===== config.mk =====
export PLATFORM = sky130hd
export DESIGN_NAME = comm_frame_rx_flat
export DESIGN_NICKNAME = d
export VERILOG_FILES = /design/src/rtl/comm_frame_rx_if.sv /design/src/rtl/comm_frame_rx.sv /design/src/flat_wrapper.sv
export SDC_FILE = /design/constraint.sdc
export NUM_CORES = 1
export LEC_CHECK = 0
export ABC_AREA = 1
export CORE_MARGIN = 2
export CORE_UTILIZATION = 35
export DETAILED_ROUTE_END_ITERATION = 16
export GPL_ROUTABILITY_DRIVEN = 0
export SLEW_MARGIN = 20
export SYNTH_ARGS = -nofsm -noshare
export SYNTH_HDL_FRONTEND = slang
export SYNTH_SLANG_ARGS = --single-unit

===== constraint.sdc =====
create_clock -name clk -period 2.1 [get_ports clk]
set_clock_uncertainty 0.2 [all_clocks]
set_input_delay 0.63 -clock clk [delete_from_list [all_inputs] [get_ports clk]]
set_output_delay 0.63 -clock clk [all_outputs]
set_load 0.05 [all_outputs]

===== src/rtl/comm_frame_rx_if.sv =====
// Bundle of the UART-facing and consumer-facing signals of the command-frame receiver.
// rx_rdy/clr_rx_rdy: a byte is valid while rx_rdy is high and is consumed in the cycle clr_rx_rdy is high.
// cmd_rdy/clr_cmd_rdy and send_resp/trmt/tx_done/resp_sent form the other handshakes.
interface comm_frame_rx_if;
    logic        rx_rdy;
    logic [7:0]  rx_data;
    logic        clr_rx_rdy;
    logic [7:0]  cmd;
    logic [15:0] data;
    logic        cmd_rdy;
    logic        clr_cmd_rdy;
    logic        send_resp;
    logic [7:0]  resp;
    logic        trmt;
    logic [7:0]  tx_data;
    logic        tx_done;
    logic        resp_sent;
    logic        frm_err;

    modport slave (
        input  rx_rdy, rx_data, clr_cmd_rdy, send_resp, resp, tx_done,
        output clr_rx_rdy, cmd, data, cmd_rdy, trmt, tx_data, resp_sent, frm_err
    );

    modport master (
        output rx_rdy, rx_data, clr_cmd_rdy, send_resp, resp, tx_done,
        input  clr_rx_rdy, cmd, data, cmd_rdy, trmt, tx_data, resp_sent, frm_err
    );
endinterface


===== src/rtl/comm_frame_rx.sv =====
// Assembles three-byte command frames from the UART receiver and sequences
// one-byte responses to the UART transmitter through a one-deep pending buffer.
module comm_frame_rx #(
    parameter int TO_CYCLES = 1_000_000
) (
    input  logic                clk,
    input  logic                rst_n,
    comm_frame_rx_if.slave      bus,
    output logic [1:0]          rx_state_o,
    output logic                tx_state_o
);

    localparam int CW = (TO_CYCLES > 2) ? $clog2(TO_CYCLES) : 1;
    localparam logic [CW-1:0] TO_LAST = CW'(TO_CYCLES - 1);

    typedef enum logic [1:0] {
        IDLE   = 2'd0,
        WAIT_H = 2'd1,
        WAIT_L = 2'd2
    } rx_state_t;

    typedef enum logic {
        TX_IDLE = 1'b0,
        TX_BUSY = 1'b1
    } tx_state_t;

    rx_state_t   rx_state_q;
    logic [7:0]  cmd_hold_q;
    logic [7:0]  hi_hold_q;
    logic [CW-1:0] cnt_q;
    logic [CW-1:0] cnt_d;
    logic [7:0]  cmd_q;
    logic [15:0] data_q;
    logic        cmd_rdy_q;
    logic        timeout;

    tx_state_t   tx_state_q;
    logic [7:0]  tx_data_q;
    logic        trmt_q;
    logic        resp_sent_q;
    logic [7:0]  pend_q;
    logic        pend_vld_q;

    // A byte arriving in the last counted cycle wins over the timeout.
    assign timeout = (rx_state_q != IDLE) && !bus.rx_rdy && (cnt_q == TO_LAST);
    assign cnt_d   = cnt_q + 1'b1;

    assign bus.clr_rx_rdy = bus.rx_rdy;
    assign bus.frm_err    = timeout;
    assign bus.cmd        = cmd_q;
    assign bus.data       = data_q;
    assign bus.cmd_rdy    = cmd_rdy_q;
    assign bus.trmt       = trmt_q;
    assign bus.tx_data    = tx_data_q;
    assign bus.resp_sent  = resp_sent_q;
    assign rx_state_o     = rx_state_q;
    assign tx_state_o     = tx_state_q;

    always_ff @(posedge clk or negedge rst_n) begin
        if (!rst_n) begin
            rx_state_q <= IDLE;
            cmd_hold_q <= '0;
            hi_hold_q  <= '0;
            cnt_q      <= '0;
            cmd_q      <= '0;
            data_q     <= '0;
            cmd_rdy_q  <= 1'b0;
        end else begin
            if (bus.clr_cmd_rdy) begin
                cmd_rdy_q <= 1'b0;
            end
            case (rx_state_q)
                IDLE: begin
                    cnt_q <= '0;
                    if (bus.rx_rdy) begin
                        cmd_hold_q <= bus.rx_data;
                        rx_state_q <= WAIT_H;
                    end
                end
                WAIT_H: begin
                    if (bus.rx_rdy) begin
                        hi_hold_q  <= bus.rx_data;
                        cnt_q      <= '0;
                        rx_state_q <= WAIT_L;
                    end else if (timeout) begin
                        cmd_hold_q <= '0;
                        hi_hold_q  <= '0;
                        cnt_q      <= '0;
                        rx_state_q <= IDLE;
                    end else begin
                        cnt_q <= cnt_d;
                    end
                end
                WAIT_L: begin
                    if (bus.rx_rdy) begin
                        // Completion overrides a coincident clr_cmd_rdy above.
                        cmd_q      <= cmd_hold_q;
                        data_q     <= {hi_hold_q, bus.rx_data};
                        cmd_rdy_q  <= 1'b1;
                        cnt_q      <= '0;
                        rx_state_q <= IDLE;
                    end else if (timeout) begin
                        cmd_hold_q <= '0;
                        hi_hold_q  <= '0;
                        cnt_q      <= '0;
                        rx_state_q <= IDLE;
                    end else begin
                        cnt_q <= cnt_d;
                    end
                end
                default: begin
                    cnt_q      <= '0;
                    rx_state_q <= IDLE;
                end
            endcase
        end
    end

    always_ff @(posedge clk or negedge rst_n) begin
        if (!rst_n) begin
            tx_state_q  <= TX_IDLE;
            tx_data_q   <= '0;
            trmt_q      <= 1'b0;
            resp_sent_q <= 1'b0;
            pend_q      <= '0;
            pend_vld_q  <= 1'b0;
        end else begin
            trmt_q      <= 1'b0;
            resp_sent_q <= 1'b0;
            case (tx_state_q)
                TX_IDLE: begin
                    if (bus.send_resp) begin
                        tx_data_q  <= bus.resp;
                        trmt_q     <= 1'b1;
                        tx_state_q <= TX_BUSY;
                    end
                end
                TX_BUSY: begin
                    if (bus.tx_done) begin
                        resp_sent_q <= 1'b1;
                        if (pend_vld_q) begin
                            tx_data_q <= pend_q;
                            trmt_q    <= 1'b1;
                            if (bus.send_resp) begin
                                pend_q <= bus.resp;
                            end else begin
                                pend_vld_q <= 1'b0;
                            end
                        end else if (bus.send_resp) begin
                            // Request racing tx_done with an empty buffer goes straight out.
                            tx_data_q <= bus.resp;
                            trmt_q    <= 1'b1;
                        end else begin
                            tx_state_q <= TX_IDLE;
                        end
                    end else if (bus.send_resp) begin
                        pend_q     <= bus.resp;
                        pend_vld_q <= 1'b1;
                    end
                end
                default: tx_state_q <= TX_IDLE;
            endcase
        end
    end

endmodule


===== src/flat_wrapper.sv =====
// flat-port wrapper written by rule: the top's interface ports become plain ports
module comm_frame_rx_flat 
#(
    parameter int TO_CYCLES = 1_000_000
)
  (clk, rst_n, rx_state_o, tx_state_o, bus_rx_rdy, bus_rx_data, bus_clr_cmd_rdy, bus_send_resp, bus_resp, bus_tx_done, bus_clr_rx_rdy, bus_cmd, bus_data, bus_cmd_rdy, bus_trmt, bus_tx_data, bus_resp_sent, bus_frm_err);
  comm_frame_rx_if bus_i ();
  input  logic clk;
  input  logic rst_n;
  output logic [1:0] rx_state_o;
  output logic tx_state_o;
  input wire logic [$bits(bus_i.rx_rdy)-1:0] bus_rx_rdy;
  input wire logic [$bits(bus_i.rx_data)-1:0] bus_rx_data;
  input wire logic [$bits(bus_i.clr_cmd_rdy)-1:0] bus_clr_cmd_rdy;
  input wire logic [$bits(bus_i.send_resp)-1:0] bus_send_resp;
  input wire logic [$bits(bus_i.resp)-1:0] bus_resp;
  input wire logic [$bits(bus_i.tx_done)-1:0] bus_tx_done;
  output wire logic [$bits(bus_i.clr_rx_rdy)-1:0] bus_clr_rx_rdy;
  output wire logic [$bits(bus_i.cmd)-1:0] bus_cmd;
  output wire logic [$bits(bus_i.data)-1:0] bus_data;
  output wire logic [$bits(bus_i.cmd_rdy)-1:0] bus_cmd_rdy;
  output wire logic [$bits(bus_i.trmt)-1:0] bus_trmt;
  output wire logic [$bits(bus_i.tx_data)-1:0] bus_tx_data;
  output wire logic [$bits(bus_i.resp_sent)-1:0] bus_resp_sent;
  output wire logic [$bits(bus_i.frm_err)-1:0] bus_frm_err;
  assign bus_i.rx_rdy = bus_rx_rdy;
  assign bus_i.rx_data = bus_rx_data;
  assign bus_i.clr_cmd_rdy = bus_clr_cmd_rdy;
  assign bus_i.send_resp = bus_send_resp;
  assign bus_i.resp = bus_resp;
  assign bus_i.tx_done = bus_tx_done;
  assign bus_clr_rx_rdy = bus_i.clr_rx_rdy;
  assign bus_cmd = bus_i.cmd;
  assign bus_data = bus_i.data;
  assign bus_cmd_rdy = bus_i.cmd_rdy;
  assign bus_trmt = bus_i.trmt;
  assign bus_tx_data = bus_i.tx_data;
  assign bus_resp_sent = bus_i.resp_sent;
  assign bus_frm_err = bus_i.frm_err;
  comm_frame_rx #(.TO_CYCLES(TO_CYCLES)) u_core (.clk(clk), .rst_n(rst_n), .bus(bus_i), .rx_state_o(rx_state_o), .tx_state_o(tx_state_o));
endmodule

# After elaboration in Yosys (flattened, before gate mapping)
# Cells that the tools add are included.
[word_totals]
register_bits = 83
inputBits = 22
output_inout_bits = 40
wordCells = 75
[op_classes]
n_addsub = 1
eq_ne = 9
n_mux = 37
n_bitwise = 1
n_reduce_logical = 14
[op_table]
columns = ["operator", "count"]
rows = [
  ["$mux W8", 12],
  ["$mux W20", 3],
  ["$pmux W8 S2", 3],
  ["$add A20 B1 Y20 const B", 1],
  ["$eq A20 B20 Y1 const B", 1],
  ["$mux W1", 12],
  ["$mux W2", 4],
  ["$ne A2 B2 Y1 const B", 4],
  ["$reduce_and A2 Y1", 4],
  ["$reduce_bool A2 Y1", 4],
  ["$pmux W2 S3", 1],
  ["$ne A2 B1 Y1 const B", 2],
  ["$pmux W1 S2", 2],
  ["$reduce_and A4 Y1", 1],
  ["$eq A2 B1 Y1 const B", 1],
  ["$eq A2 B2 Y1 const B", 1],
  ["$logic_and A1 B1 Y1", 2],
  ["$logic_not A2 Y1", 1],
  ["$reduce_or A2 Y1", 1],
  ["$logic_not A1 Y1", 1],
  ["$not A1 Y1", 1],
]

# Longest topological paths before layout
# Gate-level depths: netlist of run 1.
[logic_depth]
ltp_word = 6
ltp_mapped = 10
mapped_depth_nobuf = 10

# Least setup slack after synthesis of run 1
# No wires, ideal clock.
[synth_path]
path_type = "register -> output"
start = "register u_core.rx_state_q[0], in the netlist u_core.rx_state_o[0]"
end = "output bus_frm_err"
arrival_ps = 1840
required_ps = 1270
slack_ps = -570
stages_incl_launch_ff = 8
n_path_buf = 0
cell_sequence = "dfrtp_1 inv_1 ha_1 nor2_1 nand2_1 nor2_1 nand3_2 inv_1"
[synth_via]
elab_chain_len = 3
[synth_rtl]
columns = ["item", "line", "text"]
rows = [
  ["start: declaration", "comm_frame_rx.sv:27", "rx_state_t rx_state_q;"],
  ["start signal: assignment", "comm_frame_rx.sv:61", "rx_state_q <= IDLE;"],
  ["start signal: assignment", "comm_frame_rx.sv:77", "rx_state_q <= WAIT_H;"],
  ["start signal: assignment", "comm_frame_rx.sv:84", "rx_state_q <= WAIT_L;"],
  ["$reduce_bool A2 Y1", "comm_frame_rx.sv:45", "assign timeout = (rx_state_q != IDLE) && !bus.rx_rdy && (cnt_q == TO_LAST);"],
  ["$logic_and A1 B1 Y1 (2 in a row)", "comm_frame_rx.sv:45", ""],
  ["end: declaration", "flat_wrapper.sv:25", "output wire logic [$bits(bus_i.frm_err)-1:0] bus_frm_err;"],
]
# No other way between the ends.

# Worst setup path in the final report of run 1
[layout_path]
start = "register u_core.cnt_q[9]"
end = "output bus_frm_err"
[layout_via]
elab_chain_len = 2
[layout_rtl]
columns = ["item", "line", "text"]
rows = [
  ["start: declaration", "comm_frame_rx.sv:30", "logic [CW-1:0] cnt_q;"],
  ["start signal: assignment", "comm_frame_rx.sv:91", "cnt_q <= cnt_d;"],
  ["start signal: assignment", "comm_frame_rx.sv:108", "cnt_q <= cnt_d;"],
  ["$eq A20 B20 Y1", "comm_frame_rx.sv:45", ""],
  ["$logic_and A1 B1 Y1", "comm_frame_rx.sv:45", ""],
]
# No other way between the ends.

==> flow_metrics.tcl, run 1 <==
set metrics [dict create \
    status "complete, but fails checks" \
    violations "setup timing" \
    place_area_mm2 0.00478 \
    setup_slack_ps -257 \
    synth_compound_area_frac 0.0407 \
    synth_edf_count 0 \
    first_pass_iters 4 \
    clock_latency_ps 350 \
    syn_avg_cell_area_um2 8.49 \
    wire_per_inst_um 11.7 \
    cap_violations 0 \
    die_height_um 107 \
    finalInstanceArea_mm2 0.00507 \
    cts_made_buffers 9 \
    critPathKind "reg -> out" \
    relSlewSlack 0.735 \
    layout-drive-gt1-share 0.229 \
    yosys_register_bits 83 \
    worstHoldPathType "in -> async" \
    syn2layout_area_growth_pct 37.3 \
    synth.largest_area_cell "dfrtp_1" \
    drv_slew 0 \
    ir_worst_vdd_mv 0.555 \
    clk_pin_slew_ps 80 \
    p_per_area_mw_per_mm2 1300 \
    ys_seq_area_frac 0.563 \
    cp.arrival_ps 1530 \
    synth-simple-area-share 0.298 \
    crit_path_end_kind "primary output" \
    hold_viol 0 \
    wirelength_um 7930 \
    dp_hpwl_um 5680 \
    vias 3085 \
    rsz0062_at_grt "yes" \
    vias_per_cell 4.55 \
    overflow 0 \
    drc_errors 0 \
    antenna_cells 0 \
    timing.final.crit_period_ps 2360 \
    clk_path_buf_depth 2 \
    core_area_mm2 0.0103 \
    clockRootBuffer "clkbuf_8" \
    dieArea_mm2 0.0114 \
    yosysWarnings 0 \
    yosysMostFrequentCell "nand2_1" \
    portBuffers 61 \
    synthXorXnorAreaFrac 0.0190 \
    grt_usage 0.148 \
    rows 37 \
    start_util 0.359 \
    post-route-util 0.493 \
    synth_flop_cell "dfrtp_1" \
    max_freq_mhz 424 \
    synthMuxAreaShare 0.0122 \
    ant_nets 0 \
    fin_crit_sh 1.12 \
    fin_cells 678 \
    holdWs_ps 0.800 \
    cp-start-kind "flip-flop" \
    grt_pass1_vias 2892 \
    p_total_mw 6.58 \
    dp.cells 652 \
    cts_tree "done" \
    grt_pass1_wl_um 13400 \
    cts_hold_repair.buffers 0 \
    synth_adder_area_share 0.0169 \
    worst-path-max-fanout 4 \
    nets 565 \
    drtIter0Drc 110 \
    synth.distinct_cells 28 \
    report.final.setup_viol 1 \
    synth_commonest_cells "nand2_1, dfrtp_1, nor2_1" \
    syn-cell-area_mm2 0.00369 \
    die_x_um 107 \
    synthTopCellsByArea "dfrtp_1, nand2_1, nor2_1" \
    synth_top_family_by_area "simple AND/OR/NAND/NOR gates" \
    cp.required_ps 1270 \
    synth_async_sr_flop_share 1.00 \
    cts.sinks 83 \
    tightest_slew_ps 397 \
    synthesis.nets 462 \
    synth.top_cell.area_share 0.563 \
    synth_cells 435 \
    io_pins 62 \
    antenna_found_initial 0 \
    grt_max_degree 36 \
    h-tree-depth 3 \
    cellLeakagePower_nw 2.50 \
]
metrics by stage:
step | setup slack [ps] | setup TNS, ps
2_1_floorplan | -175 | -175
3_3_place_gp | -426 | -5950
3_5_place_dp | -442 | -6780
4_1_cts | -306 | -306
5_1_grt | -348 | -348
6_report | -257 | -257
per-layer routing:
| layer | vias up | GRT usage | wire length [um] |
|---|---|---|---|
| li1 | 1573 | - | - |
| met1 | 1435 | 0.193 | 3710 |
| met2 | 67 | 0.237 | 3740 |
| met3 | 10 | 0.0316 | 334 |
| met4 | 0 | 0.0659 | 141 |
| met5 | - | 0 | 0 |
report_power, final:
group	switching, mW	internal, mW
Combinational	1.89	1.20
Sequential	0.289	2.08
Clock	0.572	0.547
registers in the layout, summed over array words and instances (netlist names):
name                  flops
u_core.bus.cmd            8
u_core.bus.cmd_rdy        1
u_core.bus.data          16
u_core.bus.resp_sent      1
u_core.bus.trmt           1
u_core.bus.tx_data        8
u_core.cmd_hold_q         8
u_core.cnt_q             20
u_core.hi_hold_q          8
u_core.pend_q             8
u_core.pend_vld_q         1
u_core.rx_state_o         2
u_core.tx_state_o         1
path summary, 6_finish.rpt:
check	from	depth (start not counted)	end	slack, ps
setup / recovery	u_core.cnt_q[9]	8	bus_frm_err	-260
hold / removal	rst_n	1	u_core.rx_state_o[1]	0.8
setup reg to reg	u_core.rx_state_o[0]	12	u_core.cmd_hold_q[5]	230
hold reg to reg	u_core.cnt_q[0]	1	u_core.cnt_q[0]	260
max in group asynchronous	rst_n	2	u_core.bus.data[14]	1160
min in group clk	u_core.cnt_q[0]	1	u_core.cnt_q[0]	260
timing repair:
item                       CTS  global route
pin swaps                    4             9
gates resized for setup      1             9
buffers inserted             2             9
setup endpoints to repair    2             1
critical path, cell delays in order, from the launching register on:
cell	delay, ps
dfrtp_1	380
inv_2	70
nor2_2	90
nand2_1	70
nor2_2	150
buf_6	120
nand3_4	80
clkinvlp_4	90
buf_12	130
final cells by class:
type | instances | area (um^2)
fillers | 982 | 5210
flip-flops and latches | 83 | 2080
multi-input cells | 306 | 1470
repair buffers | 101 | 1020
well taps | 136 | 170
inverters | 37 | 143
clock buffers | 11 | 131
clock inverters | 4 | 52.6
placed cells by master (no fill, tap or decap), drive strengths merged:
cell	n
dfrtp	83
nand4	2
o21ai	9
xor2	8
clkbuf	11
or2	1
buf	81
bufinv	1
nand3	32
inv	35
a21oi	8
nor2	57
clkinv	4
clkinvlp	1
dlygate4sd2	1
o22ai	8
mux2	4
nor3	8
ha	5
nand2	162
o21bai	1
clkdlybuf4s50	19
o21a	1
cells by family (layout without fill, tap and decap cells):
family                     count (synthesis)  count (layout)
muxes                                      4               4
and+or+nand+nor                          262             262
DFF                                       83              83
xor gates and xnor gates                   8               8
adders and majority gates                  5               5
AOI/OAI and AO/OA                         27              27
buffers and inverters                     46             153
Power figures use the tool's default switching activity.
==> inputs of run 2 (changes only) <==
--- a/config.mk
+++ b/config.mk
@@ -6,10 +6,12 @@
 export NUM_CORES = 1
 export LEC_CHECK = 0
 export ABC_AREA = 1
+export CAP_MARGIN = 40
 export CORE_MARGIN = 2
 export CORE_UTILIZATION = 35
 export DETAILED_ROUTE_END_ITERATION = 16
 export GPL_ROUTABILITY_DRIVEN = 0
+export SKIP_CTS_REPAIR_TIMING = 1
 export SLEW_MARGIN = 20
 export SYNTH_ARGS = -nofsm -noshare
 export SYNTH_HDL_FRONTEND = slang
==> run 2 against run 1 <==
  * The flow still finishes with violations (setup timing)
  * First-iteration DRC count rose by 27%
  * Critical path type unchanged
  * Critical endpoint unchanged
  * Non-clock buffer count down 3
  * Highest routed layer unchanged
  * Sequential power is essentially flat
  * Largest power group unchanged
==> flow_metrics.tcl, run 2 (synthesis results as in run 1) <==
set metrics [dict create \
    status "complete, but fails checks" \
    violations "setup timing" \
    cp.arrival_ps 1520 \
    start_util 0.359 \
    max_freq_mhz 425 \
    cts_tree "done" \
    critPathKind "reg -> out" \
    setup_slack_ps -253 \
    core_area_mm2 0.0103 \
    nets 562 \
    vias_per_cell 4.54 \
    worstHoldPathType "in -> async" \
    layout_commonest_cell "nand2_1" \
    drv_slew 0 \
    relSlewSlack 0.735 \
    clk_pin_slew_ps 80 \
    grt_pass1_vias 2877 \
    layout-drive-gt1-share 0.223 \
    largest_reg_flops 20 \
    h-tree-depth 3 \
    clk_path_buf_depth 2 \
    dp_hpwl_um 5680 \
    p_per_area_mw_per_mm2 1300 \
    final_cell_mix "nand2_1, dfrtp_1, buf_4, nor2_1, inv_1" \
    hold_viol 0 \
    portBuffers 61 \
    path_common_cell "nor2_4" \
    cellLeakagePower_nw 2.49 \
    worst-path-max-fanout 2 \
    slowest_stage "dfrtp_2" \
    cts.sinks 83 \
    die_height_um 107 \
    vias 3067 \
    report.final.setup_viol 1 \
    reg2reg_from "u_core.rx_state_o[0]" \
    first_pass_iters 4 \
    wire_per_inst_um 11.7 \
    io_pins 62 \
    die_x_um 107 \
    ant_nets 0 \
    tightest_slew_ps 397 \
    wirelength_um 7920 \
    grt_max_degree 36 \
    setup_tns_ps -253 \
    cap_violations 0 \
    grt_pass1_wl_um 13300 \
    syn2layout_area_growth_pct 36.7 \
    reg2reg_depth 11 \
    rows 37 \
    drc_errors 0 \
    slowest_delay_ps 370 \
    dieArea_mm2 0.0114 \
    clock_latency_ps 350 \
    startpoint "u_core.rx_state_o[0]" \
    antenna_found_initial 0 \
    drtIter0Drc 140 \
    n_fill_cell 988 \
    timing.final.crit_period_ps 2350 \
    cp-start-kind "flip-flop" \
    grt_usage 0.148 \
    ir_worst_vdd_mv 0.555 \
    regToRegSetupSlack_ps 280 \
    top_register "u_core.cnt_q" \
    crit_path_end_kind "primary output" \
    r2r_end "u_core.cmd_hold_q[5]" \
    pre_cts_ws_ps -442 \
    overflow 0 \
    clockRootBuffer "clkbuf_8" \
    antenna_cells 0 \
    rsz0062_at_grt "yes" \
    cp_cell_sequence "inv_2 -> ha_4 -> nor2_4 -> nand2_2 -> nor2_4 -> nand3_4 -> clkinvlp_4 -> buf_12" \
    fin_crit_sh 1.12 \
    cp.required_ps 1270 \
    cts_made_buffers 9 \
]
run 2: metrics by stage:
| step | power, mW | cells | util | hold WS, ps | instance area [um^2] |
|---|---|---|---|---|---|
| after global placement | 5.41 | 652 | 0.465 | 244 | 4780 |
| after floorplan | 4.23 | 435 | - | 134 | 3720 |
| after detailed placement | 5.45 | 652 | 0.465 | 251 | 4780 |
| after global routing | 7.03 | 675 | 0.491 | 8.90 | 5050 |
| final | 6.57 | 675 | 0.491 | 0.574 | 5050 |
| after CTS | 6.59 | 667 | 0.483 | 4.04 | 4960 |
run 2: worst max path at each step:
stage / end / slack (ps) / cells after the start
after global placement: bus_frm_err / -430 / 7
after CTS: bus_frm_err / -440 / 7
final: bus_frm_err / -250 / 8
after detailed placement: bus_frm_err / -440 / 7
after floorplan: bus_frm_err / -180 / 7
after global routing: bus_frm_err / -370 / 7
run 2: final cells by class:
class                           count  area, um^2  share of cell area
Clock buffer                       11         131              0.0260
Clock inverter                      4        52.6              0.0104
Inverter                           37         143              0.0283
Multi-Input combinational cell    306        1470               0.291
Sequential cell                    83        2080               0.412
Tap cell                          136         170              0.0337
Timing Repair Buffer               98        1000               0.198
run 2: worst max-delay path: cells and delay by family, from the launching register on:
kind / cells / cell delay [ps]
adders and majority gates: 1 / 160
buffers and inverters: 3 / 270
DFF: 1 / 370
and+or+nand+nor: 4 / 370
run 2: metal layers:
metal | part of all wire | wire length, um | vias to the layer above | track usage
met5 | 0 | 0 | - | 0
met4 | 0.018 | 140 | 0 | 0.0659
met3 | 0.040 | 317 | 10 | 0.0316
met2 | 0.47 | 3740 | 59 | 0.236
met1 | 0.47 | 3720 | 1431 | 0.193
li1 | - | - | 1567 | -
run 2: report_power, final:
group	switching, mW	internal, mW
clock	0.571	0.547
combinational	1.89	1.19
sequential	0.291	2.08
==> inputs of run 3 (changes only) <==
--- a/config.mk
+++ b/config.mk
@@ -5,12 +5,13 @@
 export SDC_FILE = /design/constraint.sdc
 export NUM_CORES = 1
 export LEC_CHECK = 0
-export ABC_AREA = 1
+export ABC_AREA = 0
 export CAP_MARGIN = 40
 export CORE_MARGIN = 2
 export CORE_UTILIZATION = 35
 export DETAILED_ROUTE_END_ITERATION = 16
 export GPL_ROUTABILITY_DRIVEN = 0
+export RECOVER_POWER = 25
 export SKIP_CTS_REPAIR_TIMING = 1
 export SLEW_MARGIN = 20
 export SYNTH_ARGS = -nofsm -noshare
==> run 3 against run 2 <==
  * The flow still finishes with violations (setup timing)
  * Critical path depth decreased by 4
  * Power rose by 11%
  * Utilization grew 1.3 points
  * Global-route usage grew 0.77 points
  * Die area up 0.71%
  * First-iteration DRC count decreased by 17%
  * Synthesized area is 0.75% higher
  * Combinational power grew 13%
  * Highest routed layer unchanged
==> flow_metrics.tcl, run 3 <==
set metrics [dict create \
    status "complete, but fails checks" \
    violations "setup timing" \
    relSlewSlack 0.549 \
    clk_path_buf_depth 2 \
    drc_errors 0 \
    cts_tree "done" \
    synth.top_cell.area_share 0.558 \
    cap_violations 0 \
    synth_cells 383 \
    wire_per_inst_um 14.3 \
    tightest_slew_ps 673 \
    layout_commonest_cell "nand2_1" \
    rsz0062_at_grt "yes" \
    cts_made_buffers 9 \
    die_height_um 107 \
    die_x_um 107 \
    top_register "u_core.cnt_q" \
    yosys_register_bits 83 \
    drtIter0Drc 116 \
    timing.final.crit_period_ps 2950 \
    h-tree-depth 3 \
    dieArea_mm2 0.0115 \
    crit_path_end_kind "primary output" \
    synth.distinct_cells 37 \
    yosysWarnings 0 \
    yosysMostFrequentCell "dfrtp_1" \
    p_total_mw 7.32 \
    reg2reg_depth 6 \
    dp_hpwl_um 6080 \
    cts.sinks 83 \
    synth_async_sr_flop_share 1.00 \
    antenna_found_initial 0 \
    reg2reg_from "u_core.cnt_q[15]" \
    nets 509 \
    r2r_end "u_core.cnt_q[12]" \
    syn2layout_area_growth_pct 39.9 \
    first_pass_iters 4 \
    regToRegSetupSlack_ps -350 \
    vias_per_cell 4.91 \
    cp.required_ps 1270 \
    place_area_mm2 0.00482 \
    finalInstanceArea_mm2 0.00520 \
    fin_crit_sh 1.40 \
    cellLeakagePower_nw 2.43 \
    hold_viol 0 \
    clockRootBuffer "clkbuf_8" \
    synthTopCellsByArea "dfrtp_1, nand2_1, a21oi_1" \
    grt_pass1_vias 2977 \
    setup_slack_ps -849 \
    synthesis.nets 410 \
    largest_reg_flops 20 \
    core_area_mm2 0.0103 \
    layout-drive-gt1-share 0.236 \
    vias 3057 \
    report.final.setup_viol 39 \
    hold_depth 2 \
    drv_slew 0 \
    start_util 0.360 \
    grt_usage 0.155 \
    p_per_area_mw_per_mm2 1410 \
    antenna_cells 0 \
    synth_edf_count 0 \
    syn-cell-area_mm2 0.00372 \
    worst-path-max-fanout 2 \
    clk_pin_slew_ps 90 \
    ant_nets 0 \
    critPathKind "reg -> out" \
    synth_flop_cell "dfrtp_1" \
    synth.largest_area_cell "dfrtp_1" \
    final_cell_mix "nand2_1, dfrtp_1, buf_4, nor2_1, a21oi_1" \
    io_pins 62 \
    grt_max_degree 45 \
    cp.arrival_ps 2120 \
    syn_avg_cell_area_um2 9.71 \
    fin_cells 623 \
    whs_endpoint "u_core.bus.cmd[2]" \
    overflow 0 \
    rows 37 \
    clock_latency_ps 360 \
    wirelength_um 8910 \
    max_freq_mhz 339 \
    holdWs_ps 276 \
    dp.cells 599 \
    portBuffers 61 \
    synth_commonest_cells "dfrtp_1, nand2_1, nor2_1" \
    worstHoldPathType "reg -> reg" \
    cp-start-kind "flip-flop" \
    min-delay-start "u_core.cmd_hold_q[2]" \
    ys_seq_area_frac 0.558 \
    grt_pass1_wl_um 14000 \
    ir_worst_vdd_mv 0.660 \
    n_fill_cell 940 \
]
## run 3: report_power, final
part | internal (mW) | total [mW] | switching (mW)
Sequential | 2.10 | 2.47 | 0.367
Combinational | 1.43 | 3.47 | 2.04
Clock | 0.792 | 1.38 | 0.590
## run 3: kinds of logic after synthesis
kind of cell / after synthesis / share of synthesized area
AOI/OAI and AO/OA: 65 / 0.0982
xor gates and xnor gates: 11 / 0.0259
adders and majority gates: 5 / 0.0168
buffers and inverters: 28 / 0.0333
DFF: 83 / 0.558
muxes: 16 / 0.0457
and+or+nand+nor: 175 / 0.222
## run 3: worst max-delay path, stage by stage (launching register included)
cell and delay, ps:
dfrtp_1 390, or4_1 510, or4_4 550, nor2_4 150, buf_12 150
## run 3: worst max path at each step
stage,from,to,slack [ps],cells after the start
detailed placement,bus_rx_rdy,bus_frm_err,-610,5
floorplan,u_core.cnt_q[15],bus_frm_err,-500,4
CTS,u_core.cnt_q[15],bus_frm_err,-860,4
finish,u_core.cnt_q[15],bus_frm_err,-850,4
global route,u_core.cnt_q[15],bus_frm_err,-910,4
global placement,bus_rx_rdy,bus_frm_err,-550,5
## run 3: area by class of cell
cell class | instances | area, um^2 | share of cell area
clock buffers | 10 | 128 | 0.0245
clock inverters | 6 | 114 | 0.0219
inverters | 10 | 37.5 | 0.00721
multi-input cells | 272 | 1530 | 0.294
flip-flops and latches | 83 | 2080 | 0.400
well taps | 136 | 170 | 0.0327
repair buffers | 106 | 1150 | 0.220
## run 3: layer usage
| metal | routed length (um) | global-route usage | up-vias | share of wire |
|---|---|---|---|---|
| met4 | 126 | 0.0584 | 0 | 0.014 |
| met5 | 0 | 0 | - | 0 |
| met3 | 437 | 0.0389 | 11 | 0.049 |
| met1 | 4110 | 0.199 | 1484 | 0.46 |
| li1 | - | - | 1490 | - |
| met2 | 4230 | 0.254 | 72 | 0.47 |
## run 3: through the flow
| stage | setup slack [ps] | util | setup TNS [ps] |
|---|---|---|---|
| after floorplan | -502 | - | -1460 |
| after global placement | -548 | 0.467 | -17450 |
| after detailed placement | -611 | 0.467 | -18980 |
| after CTS | -859 | 0.490 | -7340 |
| after global routing | -909 | 0.504 | -13700 |
| final | -849 | 0.504 | -10900 |
==> edit (flow settings as in run 1) <==
`TO_CYCLES` is set to 1_000_000 in 2 places; all go to 4_000_000.
--- a/src/rtl/comm_frame_rx.sv
+++ b/src/rtl/comm_frame_rx.sv
@@ -1,7 +1,7 @@
 // Assembles three-byte command frames from the UART receiver and sequences
 // one-byte responses to the UART transmitter through a one-deep pending buffer.
 module comm_frame_rx #(
-    parameter int TO_CYCLES = 1_000_000
+    parameter int TO_CYCLES = 4_000_000
 ) (
     input  logic                clk,
     input  logic                rst_n,
--- a/src/flat_wrapper.sv
+++ b/src/flat_wrapper.sv
@@ -1,7 +1,7 @@
 // flat-port wrapper written by rule: the top's interface ports become plain ports
 module comm_frame_rx_flat 
 #(
-    parameter int TO_CYCLES = 1_000_000
+    parameter int TO_CYCLES = 4_000_000
 )
   (clk, rst_n, rx_state_o, tx_state_o, bus_rx_rdy, bus_rx_data, bus_clr_cmd_rdy, bus_send_resp, bus_resp, bus_tx_done, bus_clr_rx_rdy, bus_cmd, bus_data, bus_cmd_rdy, bus_trmt, bus_tx_data, bus_resp_sent, bus_frm_err);
   comm_frame_rx_if bus_i ();
Function: same outputs for any inputs over 4 cycles, from zero or initial values and one cycle with rst_n low; that may be too few to reach the edited logic, so the function may still have changed.
==> edit against run 1 <==
The flow still finishes with violations (negative setup slack); total power up 3.8%; combinational power up 5%; area after synthesis up 4.2%; routed wire length up 13%; fmax about the same; cell area up 7.5%; die area up 4.0%; non-clock buffer count up 17; core utilization up 1.1 points; sequential cell count up 2; setup slack better by 0.0019 ns; largest power group unchanged.
==> edit: results (changes against run 1) <==
largest stage delay on the critical path: 0.41 ns (+0.03 ns)
Seq power: 2.47 mW (+4%)
status: complete, but fails checks
routed vias/inst: 4.59 (+0.84%)
Worst Setup Slack post-DPL: -0.448 ns (-0.00549 ns)
global-route usage over all layers: 16.5% (+1.7 points)
mux contribution to synthesized area: 1.46% (+0.24 points)
max FFs per register: 22 (+10%)
vias in the first global route: 3234 (+12%)
Synthesized Nets: 479 (+3.7%)
share of cells above drive strength 1: 28.1% (+5.2 points)
metal1 wirelength: 4200 microns (+13%)
Fin Setup TNS: -1.64 ns (-1.38 ns)
top post-synthesis cells by area: dfrtp_1 55%, nand2_1 16%, nor2_1 6.4%
Post-Synth Adder-Cell Area: 1.63% (-0.068 points)
Synth top cells by count: 165 x nand2_1, 85 x dfrtp_1, 66 x nor2_1
fillcell total: 1029 (+4.8%)
drt initial violations: 131 (+19%)
met3 routed wirelength: 493 microns (+48%)
fin worst setup slack: -0.255 ns (+0.00191 ns)
failing checks: negative setup slack
largest net degree at the start of global routing: 34 (-5.6%)
Final setup viols: 10 (+9)
Gate Count Post-Synth: 452 (+3.9%)
max-slew headroom at the worst pin: 68.8% (-4.7 points)
DP HPWL: 6430 microns (+13%)
## edit: cell count changes after synthesis, moves of 3 or more
cell / run 1 / this run
xnor2_1: 0 / 6
nor2_1: 53 / 66
nand2_1: 158 / 165
inv_1: 34 / 31
a21oi_1: 8 / 4
nand3_1: 30 / 25
nand3_2: 1 / 4
xor2_1: 8 / 5
nand4_1: 2 / 5
nor3_1: 8 / 3
## edit: critical path: cells and delay by family (launching register included)
family,cells,cell delay (ns)
fa+ha+maj,1,0.17
flops,1,0.41
simple gates,3,0.37
buf+inv,2,0.23
## edit: area by class of cell
type	instances	area [sq um]	area share (%)
Inverter	34	131	2.41
Multi-Input combinational cell	324	1650	30.2
Timing Repair Buffer	118	1180	21.6
Sequential cell	85	2130	39.1
Clock inverter	6	51.3	0.941
Tap cell	140	175	3.21
Clock buffer	10	138	2.53
## edit: worst paths after layout
kind / start / endpoint / slack, ns / cells after the start
setup / recovery: u_core.cnt_q[1]$_DFF_PN0_ / bus_frm_err / -0.25 / 6
hold / removal: rst_n / u_core.bus.tx_data[0]$_DFFE_PN0P_ / 0.03 / 1
setup reg to reg: u_core.rx_state_o[0]$_DFFE_PN0P_ / u_core.hi_hold_q[7]$_DFFE_PN0P_ / -0.18 / 16
hold reg to reg: u_core.hi_hold_q[5]$_DFFE_PN0P_ / u_core.bus.data[13]$_DFFE_PN0P_ / 0.28 / 2
max in group asynchronous: rst_n / u_core.bus.cmd[3]$_DFFE_PN0P_ / 1.05 / 2
min in group clk: u_core.hi_hold_q[5]$_DFFE_PN0P_ / u_core.bus.data[13]$_DFFE_PN0P_ / 0.28 / 2
## edit: what timing repair did
item | in CTS | in global routing
pin swaps | 6 | 14
setup buffers | 16 | 8
endpoints found under the setup margin | 2 | 18
hold buffers | 0 | 0
resized for setup | 7 | 21
